--- src/rtl/pool_pkg.sv ---
// Shared types and sizing for the pooling result writer: lane count, widths and the lane FIFO entry.
package pool_pkg;

  localparam int POOL_NUM      = 16;
  localparam int DATA_WIDTH    = 8;
  localparam int ADDRESS_WIDTH = 10;
  localparam int LANE_ID_WIDTH = $clog2(POOL_NUM);
  localparam int FIFO_DEPTH    = 4;
  localparam int WR_ADDR_WIDTH = LANE_ID_WIDTH + ADDRESS_WIDTH;

  typedef struct packed {
    logic                     last;
    logic [ADDRESS_WIDTH-1:0] address;
    logic [DATA_WIDTH-1:0]    result;
  } pool_entry_t;

endpackage

--- src/rtl/pool_result_writer_if.sv ---
// Pool stream in, output-buffer write port out; master = pooling array side, slave = writer.
interface pool_result_writer_if;
  import pool_pkg::*;

  logic [POOL_NUM-1:0]                    pool_valid_i;
  logic [POOL_NUM-1:0]                    pool_last_i;
  logic [POOL_NUM-1:0][DATA_WIDTH-1:0]    pool_result_i;
  logic [POOL_NUM-1:0][ADDRESS_WIDTH-1:0] pool_result_address_i;
  logic                                   buf_wr_en_o;
  logic [WR_ADDR_WIDTH-1:0]               buf_wr_addr_o;
  logic [DATA_WIDTH-1:0]                  buf_wr_data_o;
  logic                                   done_o;
  logic                                   ovf_o;

  modport slave (
    input  pool_valid_i, pool_last_i, pool_result_i, pool_result_address_i,
    output buf_wr_en_o, buf_wr_addr_o, buf_wr_data_o, done_o, ovf_o
  );

  modport master (
    output pool_valid_i, pool_last_i, pool_result_i, pool_result_address_i,
    input  buf_wr_en_o, buf_wr_addr_o, buf_wr_data_o, done_o, ovf_o
  );

endinterface

--- src/rtl/pool_lane_fifo.sv ---
// Per-lane synchronous FIFO of pool entries; a push on a full FIFO is dropped unless a pop happens the same cycle.
module pool_lane_fifo
  import pool_pkg::*;
(
  input  logic        clk,
  input  logic        rst,
  input  logic        push,
  input  logic        pop,
  input  pool_entry_t din,
  output pool_entry_t dout,
  output logic        full,
  output logic        empty
);

  localparam int PTR_W = $clog2(FIFO_DEPTH);

  pool_entry_t      mem [FIFO_DEPTH];
  logic [PTR_W-1:0] wr_ptr;
  logic [PTR_W-1:0] rd_ptr;
  logic [PTR_W:0]   count;
  logic             do_push;
  logic             do_pop;

  assign full    = (count == (PTR_W+1)'(FIFO_DEPTH));
  assign empty   = (count == '0);
  assign do_pop  = pop & ~empty;
  assign do_push = push & (~full | do_pop);
  assign dout    = mem[rd_ptr];

  always_ff @(posedge clk or negedge rst) begin
    if (!rst) begin
      wr_ptr <= '0;
      rd_ptr <= '0;
      count  <= '0;
    end else begin
      if (do_push) wr_ptr <= wr_ptr + 1'b1;
      if (do_pop)  rd_ptr <= rd_ptr + 1'b1;
      case ({do_push, do_pop})
        2'b10:   count <= count + 1'b1;
        2'b01:   count <= count - 1'b1;
        default: count <= count;
      endcase
    end
  end

  // Storage carries no reset; occupancy is tracked by the pointers.
  always_ff @(posedge clk) begin
    if (do_push) mem[wr_ptr] <= din;
  end

endmodule

--- src/rtl/pool_result_writer.sv ---
// Buffers 16 pooling lanes and serialises them round-robin onto one output-buffer write port.
// Define POOL_WR_OVF_CHK_EN to build the sticky overflow detector; otherwise ovf_o is tied low.
module pool_result_writer
  import pool_pkg::*;
(
  input  logic                 clk,
  input  logic                 rst,
  pool_result_writer_if.slave  bus
);

  logic [POOL_NUM-1:0]      push;
  logic [POOL_NUM-1:0]      pop;
  logic [POOL_NUM-1:0]      full;
  logic [POOL_NUM-1:0]      empty;
  pool_entry_t              entry_in  [POOL_NUM];
  pool_entry_t              entry_out [POOL_NUM];

  logic [LANE_ID_WIDTH-1:0] rr_ptr;
  logic [LANE_ID_WIDTH-1:0] scan_idx;
  logic [LANE_ID_WIDTH-1:0] grant_lane_p0;
  logic                     vld_p0;
  pool_entry_t              grant_entry_p0;
  logic [POOL_NUM-1:0]      lane_done;
  logic [POOL_NUM-1:0]      done_set_p0;
  logic                     frame_done_p0;

  logic                     vld_p1;
  logic                     done_p1;
  logic [WR_ADDR_WIDTH-1:0] addr_p1;
  logic [DATA_WIDTH-1:0]    data_p1;

  for (genvar k = 0; k < POOL_NUM; k++) begin : g_lane
    assign push[k]     = bus.pool_valid_i[k];
    assign entry_in[k] = '{last:    bus.pool_last_i[k],
                           address: bus.pool_result_address_i[k],
                           result:  bus.pool_result_i[k]};

    pool_lane_fifo u_fifo (
      .clk   (clk),
      .rst   (rst),
      .push  (push[k]),
      .pop   (pop[k]),
      .din   (entry_in[k]),
      .dout  (entry_out[k]),
      .full  (full[k]),
      .empty (empty[k])
    );
  end

  // Stage p0: round-robin scan starting at rr_ptr; lane index wraps by truncation.
  always_comb begin
    vld_p0        = 1'b0;
    grant_lane_p0 = '0;
    scan_idx      = '0;
    for (int i = 0; i < POOL_NUM; i++) begin
      scan_idx = rr_ptr + LANE_ID_WIDTH'(i);
      if (!vld_p0 && !empty[scan_idx]) begin
        vld_p0        = 1'b1;
        grant_lane_p0 = scan_idx;
      end
    end
  end

  assign pop            = vld_p0 ? (POOL_NUM'(1) << grant_lane_p0) : '0;
  assign grant_entry_p0 = entry_out[grant_lane_p0];
  assign done_set_p0    = lane_done | ((vld_p0 && grant_entry_p0.last) ? pop : '0);
  assign frame_done_p0  = vld_p0 && grant_entry_p0.last && (&done_set_p0);

  // Stage p1: registered write port, frame tracking and arbiter pointer.
  always_ff @(posedge clk or negedge rst) begin
    if (!rst) begin
      vld_p1    <= 1'b0;
      done_p1   <= 1'b0;
      addr_p1   <= '0;
      data_p1   <= '0;
      rr_ptr    <= '0;
      lane_done <= '0;
    end else begin
      vld_p1  <= vld_p0;
      done_p1 <= frame_done_p0;
      if (vld_p0) begin
        rr_ptr    <= grant_lane_p0 + 1'b1;
        addr_p1   <= {grant_lane_p0, grant_entry_p0.address};
        data_p1   <= grant_entry_p0.result;
        lane_done <= frame_done_p0 ? '0 : done_set_p0;
      end
    end
  end

  assign bus.buf_wr_en_o   = vld_p1;
  assign bus.buf_wr_addr_o = addr_p1;
  assign bus.buf_wr_data_o = data_p1;
  assign bus.done_o        = done_p1;

`ifdef POOL_WR_OVF_CHK_EN
  logic ovf;

  always_ff @(posedge clk or negedge rst) begin
    if (!rst)                       ovf <= 1'b0;
    else if (|(push & full & ~pop)) ovf <= 1'b1;
  end

  assign bus.ovf_o = ovf;
`else
  logic unused_full;
  assign unused_full = ^full;
  assign bus.ovf_o   = 1'b0;
`endif

endmodule

--- src/flat_wrapper.sv ---
// flat-port wrapper written by rule: the top's interface ports become plain ports
module pool_result_writer_flat import pool_pkg::*;
  (clk, rst, bus_pool_valid_i, bus_pool_last_i, bus_pool_result_i, bus_pool_result_address_i, bus_buf_wr_en_o, bus_buf_wr_addr_o, bus_buf_wr_data_o, bus_done_o, bus_ovf_o);
  pool_result_writer_if bus_i ();
  input  logic clk;
  input  logic rst;
  input wire logic [$bits(bus_i.pool_valid_i)-1:0] bus_pool_valid_i;
  input wire logic [$bits(bus_i.pool_last_i)-1:0] bus_pool_last_i;
  input wire logic [$bits(bus_i.pool_result_i)-1:0] bus_pool_result_i;
  input wire logic [$bits(bus_i.pool_result_address_i)-1:0] bus_pool_result_address_i;
  output wire logic [$bits(bus_i.buf_wr_en_o)-1:0] bus_buf_wr_en_o;
  output wire logic [$bits(bus_i.buf_wr_addr_o)-1:0] bus_buf_wr_addr_o;
  output wire logic [$bits(bus_i.buf_wr_data_o)-1:0] bus_buf_wr_data_o;
  output wire logic [$bits(bus_i.done_o)-1:0] bus_done_o;
  output wire logic [$bits(bus_i.ovf_o)-1:0] bus_ovf_o;
  assign bus_i.pool_valid_i = bus_pool_valid_i;
  assign bus_i.pool_last_i = bus_pool_last_i;
  assign bus_i.pool_result_i = bus_pool_result_i;
  assign bus_i.pool_result_address_i = bus_pool_result_address_i;
  assign bus_buf_wr_en_o = bus_i.buf_wr_en_o;
  assign bus_buf_wr_addr_o = bus_i.buf_wr_addr_o;
  assign bus_buf_wr_data_o = bus_i.buf_wr_data_o;
  assign bus_done_o = bus_i.done_o;
  assign bus_ovf_o = bus_i.ovf_o;
  pool_result_writer u_core (.clk(clk), .rst(rst), .bus(bus_i));
endmodule
--- config.mk ---
export PLATFORM = sky130hd
export DESIGN_NAME = pool_result_writer_flat
export DESIGN_NICKNAME = d
export VERILOG_FILES = /design/src/rtl/pool_pkg.sv /design/src/rtl/pool_result_writer_if.sv /design/src/rtl/pool_lane_fifo.sv /design/src/rtl/pool_result_writer.sv /design/src/flat_wrapper.sv
export SDC_FILE = /design/constraint.sdc
export NUM_CORES = 1
export LEC_CHECK = 0
export CELL_PAD_IN_SITES_DETAIL_PLACEMENT = 1
export CELL_PAD_IN_SITES_GLOBAL_PLACEMENT = 1
export CORE_MARGIN = 5
export CORE_UTILIZATION = 52
export DETAILED_ROUTE_END_ITERATION = 16
export GPL_TIMING_DRIVEN = 0
export PLACE_DENSITY = 0.87
export SKIP_LAST_GASP = 1
export SYNTH_ARGS = -nofsm -noshare
export SYNTH_HDL_FRONTEND = slang
export SYNTH_HIERARCHICAL = 1
export SYNTH_SLANG_ARGS = --single-unit
--- constraint.sdc ---
create_clock -name clk -period 8.5 [get_ports clk]
set_input_delay 0.85 -clock clk [delete_from_list [all_inputs] [get_ports clk]]
set_output_delay 0.85 -clock clk [all_outputs]
set_load 0.01 [all_outputs]
==> out/summary.txt <==
DRC Markers = 0
Vias per Instance = 6.45
Post-Syn Instances = 3296
fin crit share = 0.994
CP Cell Sequence = buf_6, buf_4, inv_1, ha_1, buf_2, clkinv_2, mux4_2, mux2_4, or3_4, nor3_4, nand2_1, a31oi_1, a21o_2, clkbuf_4, clkbuf_1, buf_2, mux2i_1, a211oi_1, o21ai_0, nand3_1
buffer depth of the longest clock path = 3
Worst Max-Slew Pin Slew = 1.48 ns
post_cts resized = 7
fmax = 0.118 GHz
Pre-antenna DRT Iters = 6
final net count = 4191
Post-CTS Setup Bufs = 0
CP required = 9.17 ns
Clock Skews = 0.0394 ns
area of the multi-input gates = 0.0177 mm2
Setup TNS = 0 ns
via count = 34948
crit path max fanout = 19
Fillers = 9992
number of global-route vias before repair = 37276
Die W = 348 um
initial antenna violation count = 33
GPL Wtd Cong = 0.981
Initial Util = 0.522
syn avg cell area = 18.0 um2
Worst Setup Slack, final = 0.0519 ns
Root Buffer = clkbuf_16
GRT overflow = 0
die area = 0.121 mm2
Post-Synthesis Cell Area = 0.0594 mm2
Cell Area, Placed = 0.0647 mm2
sequential standard cell area = 0.0404 mm2
Slowest-stage cell, CP = a211oi_1
RSZ-0062 raised after global routing = no
most used cell, CP = buf_2
failing checks = max-capacitance violations
reg2reg start = u_core/rr_ptr[1]
worst stage delay on the critical path = 1.03 ns
TritonCTS clock tree = built
DR WL/cell = 34.5 um
crit path kind = reg2reg
Die H = 348 um
hold buffer count at cts = 0
# clock sinks = 1372
later-pin clock latency in the skew report = 0.76 ns
Final Max Tran Viols = 0
1st-iter DRT viols = 3976
critical path startpoint = u_core/rr_ptr[1]
status = finished, violations left
core area = 0.114 mm2
worst path buffer plus inverter count = 8
final-report setup violation count = 0
share of cells above drive strength 1 = 0.204
Max-Cap Viols = 1
wirelength, routed = 187000 um
Worst slew margin = 0.00751
GR Util All Layers = 0.306
pwr dens = 455 mW/mm2
pre-CTS setup slack = -1.28 ns
Mapped Nets = 3714
CP top delay family = buffers and inverters
# rows = 124
startpoint class of the critical path = flop
fin area = 0.0691 mm2
CTS Buf Count = 141
Worst EP arrival = 9.12 ns
largest net degree at the start of global routing = 101
CTS clk-pin slew, worst paths = 0.07 ns
Hold Vio Cnt, Final = 0
Area Growth Syn to Fin = 16.4%
HPWL Detailed = 129000 um
H-tree levels = 4
I/O pins = 347
Yosys Warn Count = 6
crit end category = flop
Post-DRT Antenna Nets = 0
Hold Crit Class = in2async
P_leak = 23.4 nW
Tmin final = 8.45 ns
first-pass GRT wire length = 268000 um
VDD IR-drop max = 0.359 mV
PortBufs = 334
## power breakdown
| part | total, W | internal, W | switching (W) |
|---|---|---|---|
| sequential | 0.00989 | 0.00912 | 0.000775 |
| clock | 0.00597 | 0.00337 | 0.00260 |
| combinational | 0.0155 | 0.00521 | 0.0103 |
## routing by layer
metal | global-route usage | vias to the layer above | share of wire
li1 | - | 14167 | -
met1 | 0.374 | 18448 | 0.35
met2 | 0.512 | 1873 | 0.50
met3 | 0.0849 | 434 | 0.090
met4 | 0.138 | 26 | 0.052
met5 | 0 | - | 0.00096
## metrics by stage
stage / instances / utilization / hold slack (ns) / total power [W]
3_3_place_gp: 5142 / 0.567 / 0.461 / 0.0240
6_report: 5417 / 0.607 / 0.0490 / 0.0314
5_1_grt: 5407 / 0.607 / 0.0651 / 0.0323
2_1_floorplan: 3296 / - / 0.463 / 0.0186
4_1_cts: 5401 / 0.606 / 0.0460 / 0.0310
3_5_place_dp: 5146 / 0.568 / 0.474 / 0.0247
## flip-flops by register name, indices dropped and copies added, names as in the netlist
name	flops
u_core/lane_done	16
u_core/bus.buf_wr_data_o	8
u_core/g_lane.u_fifo/count	48
u_core/g_lane.u_fifo/rd_ptr	32
u_core/bus.done_o	1
u_core/bus.buf_wr_en_o	1
u_core/g_lane.u_fifo/wr_ptr	32
u_core/g_lane.u_fifo/mem	1216
u_core/rr_ptr	4
u_core/bus.buf_wr_addr_o	14
## worst paths after layout
kind,cells after the start,end,slack (ns)
max,20,u_core/bus.buf_wr_addr_o[2],0.05
min,1,u_core/g_lane[11].u_fifo/rd_ptr[1],0.05
max reg2reg,20,u_core/bus.buf_wr_addr_o[2],0.05
min reg2reg,2,u_core/bus.buf_wr_addr_o[3],0.50
max in group asynchronous,2,u_core/g_lane[6].u_fifo/wr_ptr[1],7.41
min in group clk,2,u_core/bus.buf_wr_addr_o[3],0.50
## final cells by class
class	count	share of cell area
buffer	165	0.0123
tap	1512	0.0274
inverter	109	0.00596
clock buffer	190	0.0551
sequential	1372	0.585
antenna	17	0.000615
clock inverter	68	0.00806
multi-input combinational	1646	0.257
timing repair buffer	338	0.0492
## placed cells by master, fill, tap and decap left out, types with 20 or more instances in the layout
| cell | n |
|---|---|
| dfrtp_1 | 156 |
| and3_1 | 20 |
| nor2_1 | 87 |
| clkinv_1 | 21 |
| clkinv_2 | 28 |
| and2_1 | 72 |
| o21ai_0 | 69 |
| o211ai_1 | 21 |
| clkbuf_16 | 144 |
| a21oi_1 | 46 |
| mux2i_1 | 119 |
| inv_1 | 103 |
| nand2_1 | 82 |
| edfxtp_1 | 1216 |
| xnor2_1 | 49 |
| a211oi_1 | 146 |
| ha_1 | 80 |
| nor3_1 | 20 |
| mux4_2 | 334 |
| clkdlybuf4s50_1 | 333 |
| nor2b_1 | 23 |
| and2_2 | 54 |
| buf_2 | 60 |
| xor2_1 | 44 |
| nand3_1 | 55 |
| clkbuf_1 | 123 |
Power figures use the tool's default switching activity.
